--- src/rtl/stopwatch_pkg.sv ---
// Shared state encoding and sizing helpers for the stopwatch control slice.
package stopwatch_pkg;

    typedef enum logic [1:0] {
        ST_IDLE  = 2'b00,
        ST_RUN   = 2'b01,
        ST_PAUSE = 2'b10
    } sw_state_t;

    function automatic int unsigned ctr_width(input int unsigned n);
        return (n > 1) ? $clog2(n) : 1;
    endfunction

    function automatic int unsigned tick_div(input int unsigned clk_hz,
                                             input int unsigned tick_hz);
        return clk_hz / tick_hz;
    endfunction

    function automatic int unsigned presc_width(input int unsigned clk_hz,
                                                input int unsigned tick_hz);
        return ctr_width(tick_div(clk_hz, tick_hz));
    endfunction

endpackage

--- src/rtl/sw_debounce.sv ---
// Push-button conditioner: 2-FF synchroniser, stable-count debounce and a
// single-cycle press pulse on the accepted level's rising transition.
module sw_debounce
    import stopwatch_pkg::*;
#(
    parameter int unsigned DB_CYCLES = 500_000
) (
    input  logic clk,
    input  logic rst,
    input  logic btn_raw,
    output logic press
);

    localparam int unsigned    CW   = ctr_width(DB_CYCLES);
    localparam logic [CW-1:0]  LAST = CW'(DB_CYCLES - 1);

    logic          sync1;
    logic          sync2;
    logic          level;
    logic [CW-1:0] cnt;

    always_ff @(posedge clk) begin
        if (rst) begin
            sync1 <= 1'b0;
            sync2 <= 1'b0;
            level <= 1'b0;
            cnt   <= '0;
            press <= 1'b0;
        end else begin
            sync1 <= btn_raw;
            sync2 <= sync1;
            press <= 1'b0;
            // Any sample that agrees with the accepted level restarts the count.
            if (sync2 == level) begin
                cnt <= '0;
            end else if (cnt == LAST) begin
                cnt   <= '0;
                level <= sync2;
                press <= sync2;
            end else begin
                cnt <= cnt + 1'b1;
            end
        end
    end

endmodule

--- src/rtl/stopwatch_ctrl.sv ---
// Stopwatch sequencing: button conditioning, IDLE/RUN/PAUSE FSM, tick prescaler.
// Optional lap-hold feature enabled by defining STOPWATCH_LAP_EN.
module stopwatch_ctrl
    import stopwatch_pkg::*;
#(
    parameter int unsigned CLK_HZ    = 50_000_000,
    parameter int unsigned TICK_HZ   = 100,
    parameter int unsigned DB_CYCLES = 500_000
) (
    input  logic       clk,
    input  logic       rst,
    input  logic       button_start,
    input  logic       button_stop,
    input  logic       button_reset,
`ifdef STOPWATCH_LAP_EN
    input  logic       button_lap,
    output logic       lap_hold,
`endif
    output logic       cnt_en,
    output logic       cnt_clr,
    output logic       running,
    output logic [1:0] state
);

    localparam int unsigned   DIV  = tick_div(CLK_HZ, TICK_HZ);
    localparam int unsigned   PW   = presc_width(CLK_HZ, TICK_HZ);
    localparam logic [PW-1:0] PMAX = PW'(DIV - 1);

    logic press_start;
    logic press_stop;
    logic press_reset;

    sw_debounce #(.DB_CYCLES(DB_CYCLES)) u_db_start (
        .clk     (clk),
        .rst     (rst),
        .btn_raw (button_start),
        .press   (press_start)
    );

    sw_debounce #(.DB_CYCLES(DB_CYCLES)) u_db_stop (
        .clk     (clk),
        .rst     (rst),
        .btn_raw (button_stop),
        .press   (press_stop)
    );

    sw_debounce #(.DB_CYCLES(DB_CYCLES)) u_db_reset (
        .clk     (clk),
        .rst     (rst),
        .btn_raw (button_reset),
        .press   (press_reset)
    );

`ifdef STOPWATCH_LAP_EN
    logic press_lap;
    logic lap_d;

    sw_debounce #(.DB_CYCLES(DB_CYCLES)) u_db_lap (
        .clk     (clk),
        .rst     (rst),
        .btn_raw (button_lap),
        .press   (press_lap)
    );
`endif

    sw_state_t     state_q;
    sw_state_t     state_d;
    logic [PW-1:0] presc_q;
    logic [PW-1:0] presc_d;
    logic          en_d;
    logic          clr_d;
    logic          clr_pending;
    logic          run_now;

    always_ff @(posedge clk) begin
        if (rst) begin
            state_q     <= ST_IDLE;
            presc_q     <= '0;
            cnt_en      <= 1'b0;
            cnt_clr     <= 1'b0;
            running     <= 1'b0;
            clr_pending <= 1'b1;
`ifdef STOPWATCH_LAP_EN
            lap_hold    <= 1'b0;
`endif
        end else begin
            state_q     <= state_d;
            presc_q     <= presc_d;
            cnt_en      <= en_d;
            cnt_clr     <= clr_d | clr_pending;
            running     <= (state_d == ST_RUN);
            clr_pending <= 1'b0;
`ifdef STOPWATCH_LAP_EN
            lap_hold    <= lap_d;
`endif
        end
    end

    always_comb begin
        state_d = state_q;
        clr_d   = 1'b0;
`ifdef STOPWATCH_LAP_EN
        lap_d   = lap_hold;
`endif
        // Priority reset > stop > start (> lap); a higher press that is
        // ignored in the current state still masks the lower ones.
        if (press_reset) begin
            state_d = ST_IDLE;
            clr_d   = 1'b1;
        end else begin
            case (state_q)
                ST_IDLE: begin
                    if (!press_stop && press_start) state_d = ST_RUN;
                end
                ST_RUN: begin
                    if (press_stop) begin
                        state_d = ST_PAUSE;
                    end
`ifdef STOPWATCH_LAP_EN
                    else if (!press_start && press_lap) begin
                        lap_d = ~lap_hold;
                    end
`endif
                end
                ST_PAUSE: begin
                    if (!press_stop && press_start) state_d = ST_RUN;
                end
                default: state_d = ST_IDLE;
            endcase
        end
`ifdef STOPWATCH_LAP_EN
        if (state_d == ST_IDLE) lap_d = 1'b0;
`endif
    end

    // Ticks only while RUN persists across the edge, so cnt_en never lands in
    // a cycle whose visible state is PAUSE/IDLE or coincides with cnt_clr.
    always_comb begin
        run_now = (state_q == ST_RUN) && (state_d == ST_RUN);
        presc_d = presc_q;
        en_d    = 1'b0;
        if (run_now) begin
            if (presc_q == PMAX) begin
                presc_d = '0;
                en_d    = 1'b1;
            end else begin
                presc_d = presc_q + 1'b1;
            end
        end else if (state_d == ST_IDLE) begin
            presc_d = '0;
        end
    end

    assign state = state_q;

endmodule

--- config.mk ---
export PLATFORM = sky130hd
export DESIGN_NAME = stopwatch_ctrl
export DESIGN_NICKNAME = d
export VERILOG_FILES = /design/src/rtl/stopwatch_pkg.sv /design/src/rtl/sw_debounce.sv /design/src/rtl/stopwatch_ctrl.sv
export SDC_FILE = /design/constraint.sdc
export NUM_CORES = 1
export LEC_CHECK = 0
export BUFFER_PORTS_ARGS = -buffer_cell sky130_fd_sc_hd__buf_2
export CAP_MARGIN = 20
export CELL_PAD_IN_SITES_DETAIL_PLACEMENT = 0
export CELL_PAD_IN_SITES_GLOBAL_PLACEMENT = 1
export CORE_ASPECT_RATIO = 1.5
export CORE_MARGIN = 2
export CORE_UTILIZATION = 40
export CTS_CLUSTER_SIZE = 40
export DETAILED_ROUTE_END_ITERATION = 8
export PLACE_DENSITY_LB_ADDON = 0.08
export RECOVER_POWER = 50
export SYNTH_ARGS = -nofsm -noshare
export SYNTH_HDL_FRONTEND = slang
export SYNTH_HIERARCHICAL = 1
export SYNTH_SLANG_ARGS = --single-unit
--- constraint.sdc ---
create_clock -name clk -period 4.7 [get_ports clk]
set_clock_uncertainty 0.2 [all_clocks]
set_input_delay 0.235 -clock clk [delete_from_list [all_inputs] [get_ports clk]]
set_output_delay 0.235 -clock clk [all_outputs]
set_load 0.005 [all_outputs]
==> summary.txt <==
Setup path
  – Max incr delay on CP: 0.86 ns
  – Crit start category: flop
  – Setup CP Type: flop to flop
  – Worst setup EP type: flop
  – CP Data Required Time: 4.74 ns
  – CP Data Arrival Time: 2.17 ns
  – Bufs and invs on worst path: 0
  – Peak fanout along the critical path: 16
  – Cells along the critical path: nor2b_1 -> o21bai_1 -> a211oi_2 -> a21oi_1 -> o41ai_4
  – Slowest cell on the critical path: a211oi_2
  – Crit-path leading delay family: compound AO/OA/AOI/OAI gates

Power
  – Sw frac: about a fifth
  – PwrDens: 320 nW/um^2
  – Combinational share of power: 1.1%
  – Clock power frac: 47.5%
  – NetSw: 0.314 mW
  – Internal power: 1.25 mW
  – Leakage power: approximately 1.5 nW
  – Seq pwr share: 51.4%
  – Final total power: 1.56 mW
  – VDD IR max: 0.158 mV

Placement
  – Placed cells: ~640
  – HPWL after DPL: around 6.3 mm
  – DP Area: 4560 sq um
  – GPL Wtd Cong: 0.773
  – I/O Buffers: 9

Yosys
  – Main synth FF type: dfxtp_1
  – Netlist cell types: 50
  – Synth warn: 6
  – Cells after Synth: 494
  – Post-Syn Area: approximately 4400 sq um
  – Sequential area share after synthesis: 42.7%
  – Number of flops mapped to enable cells by yosys: 0
  – Avg Synthesized Cell Area: 8.93 sq um
  – Post-synthesis net count: 503
  – Synth Register Bits: 94
  – Async set-or-reset flop fraction in the synthesized netlist: 0%

Global route
  – Vias in the first global route: around 3400
  – Initial antenna violation count: 0
  – Remaining Overflow, GRT: 0
  – Global-route wire length before repair: 15.7 mm
  – Largest net degree at the start of global routing: 27
  – Total GRT Usage: 15.9%

Detailed routing
  – Routed wire length: approximately 9 mm
  – Wire per inst: between 10 and 15 um
  – Routed vias: between 3000 and 4000
  – DRC viols: 0
  – Drt initial violations: roughly 140
  – Pre-antenna DRT Iters: 4
  – Routed vias/inst: 5.38
  – Routed Antenna Nets: 0

Floorplanning
  – FP Rows: 47
  – Initial core utilization: 40.5%
  – I/O Pins: 10
  – Core box area: 10900 sq um
  – DIE HEIGHT: around 130 um
  – Die width: 89.7 um
  – Die area: 11900 sq um

CTS
  – # H-tree levels: 3
  – Clock Pin Slew Worst Setup and Hold Paths: about 0.060 ns
  – Setup Fix Bufs, Post-CTS: 0
  – Root buf cell: clkbuf_16
  – CTS max path bufs: 2
  – Sink Count: 94
  – CTS tree: built
  – CTS Buf Count: 9
  – Post-CTS sizing: 0
  – Clk_lat worst skew: 0.33 ns

Final layout
  – Util after Layout: 44.9%
  – Proportion of layout cells with a drive suffix above 1: 8.22%
  – Final Non-Filler Cells: 658
  – Layout fillers: 1114
  – # nets final: 515
  – Area growth from synthesis to final layout: 10.8%
  – Final Cell Area: 4890 sq um
  – N_diodes: 0

STA
  – Setup_tns: 0 ns
  – RSZ-0062 raised after global routing: false
  – Pins Over Slew Limit: 0
  – Final setup vio count: 0
  – Tightest Pin Transition: 1.11 ns
  – Max Freq: 469 MHz
  – Max transition margin: 26.3%
  – Final hold vios: 0
  – Tmin final: ~2.1 ns
  – Period utilization: 45.3%

Status
  – Status: completed

Run
  – Max_cap viols: 0

Hold path
  – Hold Path Class: flop to flop
## per-layer routing
| metal | routed length [um] | global-route usage, % | vias up |
|---|---|---|---|
| met5 | 0 | 0 | - |
| met4 | 140 | 5.73 | 0 |
| met3 | 202 | 3.08 | 10 |
| met2 | 4640 | 28.7 | 29 |
| met1 | 4000 | 18.7 | 1696 |
| li1 | - | - | 1807 |
## power by group through the flow
stage	combinational, mW	clock, mW	sequential, mW
3_3_place_gp	0.0159	0	0.820
3_5_place_dp	0.0158	0	0.821
6_report	0.0172	0.742	0.802
4_1_cts	0.0179	0.766	0.802
2_1_floorplan	0.0109	0	0.820
5_1_grt	0.0194	0.803	0.802
## stage by stage
stage	setup slack [ns]	hold WS [ns]
detailed placement	2.55	0.229
CTS	2.52	0.0651
floorplan	2.79	0.0627
finish	2.57	0.242
global route	2.34	0.269
global placement	2.56	0.221
## worst reg2reg max path, cell delays in order, from the launching register on
cell      delay (ns)
dfxtp_1         0.36
nor2b_1         0.17
o21bai_1        0.11
a211oi_2        0.86
a21oi_1         0.25
o41ai_4         0.09
## logic make-up after synthesis
group | after synthesis | share of synthesized area, %
AOI/OAI and AO/OA | 57 | 9.73
xor gates and xnor gates | 49 | 9.73
adders and majority gates | 4 | 1.14
buffers and inverters | 24 | 3.01
DFF | 94 | 42.7
and+or+nand+nor | 266 | 33.7
## placed cells by master, fill, tap and decap left out, types with 4 or more instances in the layout
cell type and n:
dfxtp_1 94, nor2_1 61, nand3_1 39, nand2_1 37
xnor2_1 27, nand4_1 24, xor2_1 22, a21oi_1 19
nor3_1 17, and4_1 15, o21ai_0 13, inv_1 12
nor4_1 10, clkbuf_16 9, and3_1 8, or3_1 8
and2_1 7, nor2b_1 7, clkbuf_1 6, or4_1 6
buf_2 5, nand3b_1 4, ha_1 4
## Yosys cell counts (5+ instances only)
library cell  instances  area [sq um]
dfxtp_1              94          1880
nor2_1               61           229
nand3_1              39           195
nand2_1              37           139
xnor2_1              27           236
nand4_1              24           150
xor2_1               22           193
a21oi_1              19          95.1
nor3_1               17          85.1
and4_1               15           131
o21ai_0              13          65.1
inv_1                12          45.0
nor4_1               10          62.6
and3_1                8          50.1
or3_1                 8          50.1
and2_1                7          43.8
nor2b_1               7          43.8
or4_1                 6          45.0
buf_6                 5          56.3
## sequential cells by signal, summed over array words and instances (netlist names), 2 cells and up
register        flops
u_db_stop/cnt      19
state               2
presc_q            19
u_db_reset/cnt     19
u_db_start/cnt     19
## what timing repair did
action | in CTS | in global routing
hold endpoints to repair | 3 | 0
setup endpoints to repair | 0 | 0
hold buffers | 3 | 0
## worst paths after layout
check,depth (start not counted),to,startpoint,slack [ns]
max,5,presc_q[11],u_db_stop/press,2.57
min,1,u_db_stop/sync2,u_db_stop/sync1,0.24
max reg2reg,5,presc_q[11],u_db_stop/press,2.57
min reg2reg,1,u_db_stop/sync2,u_db_stop/sync1,0.24
## layout make-up
type                            count  area [sq um]  share of cell area, %
Sequential cell                    94          1880                   38.5
Clock inverter                      3          42.5                  0.871
Timing Repair Buffer               13          77.6                   1.59
Tap cell                          147           184                   3.76
Inverter                           12          45.0                  0.922
Multi-Input combinational cell    376          2390                   49.0
Clock buffer                       13           260                   5.33
No activity file was read; power rests on OpenSTA's default activity.
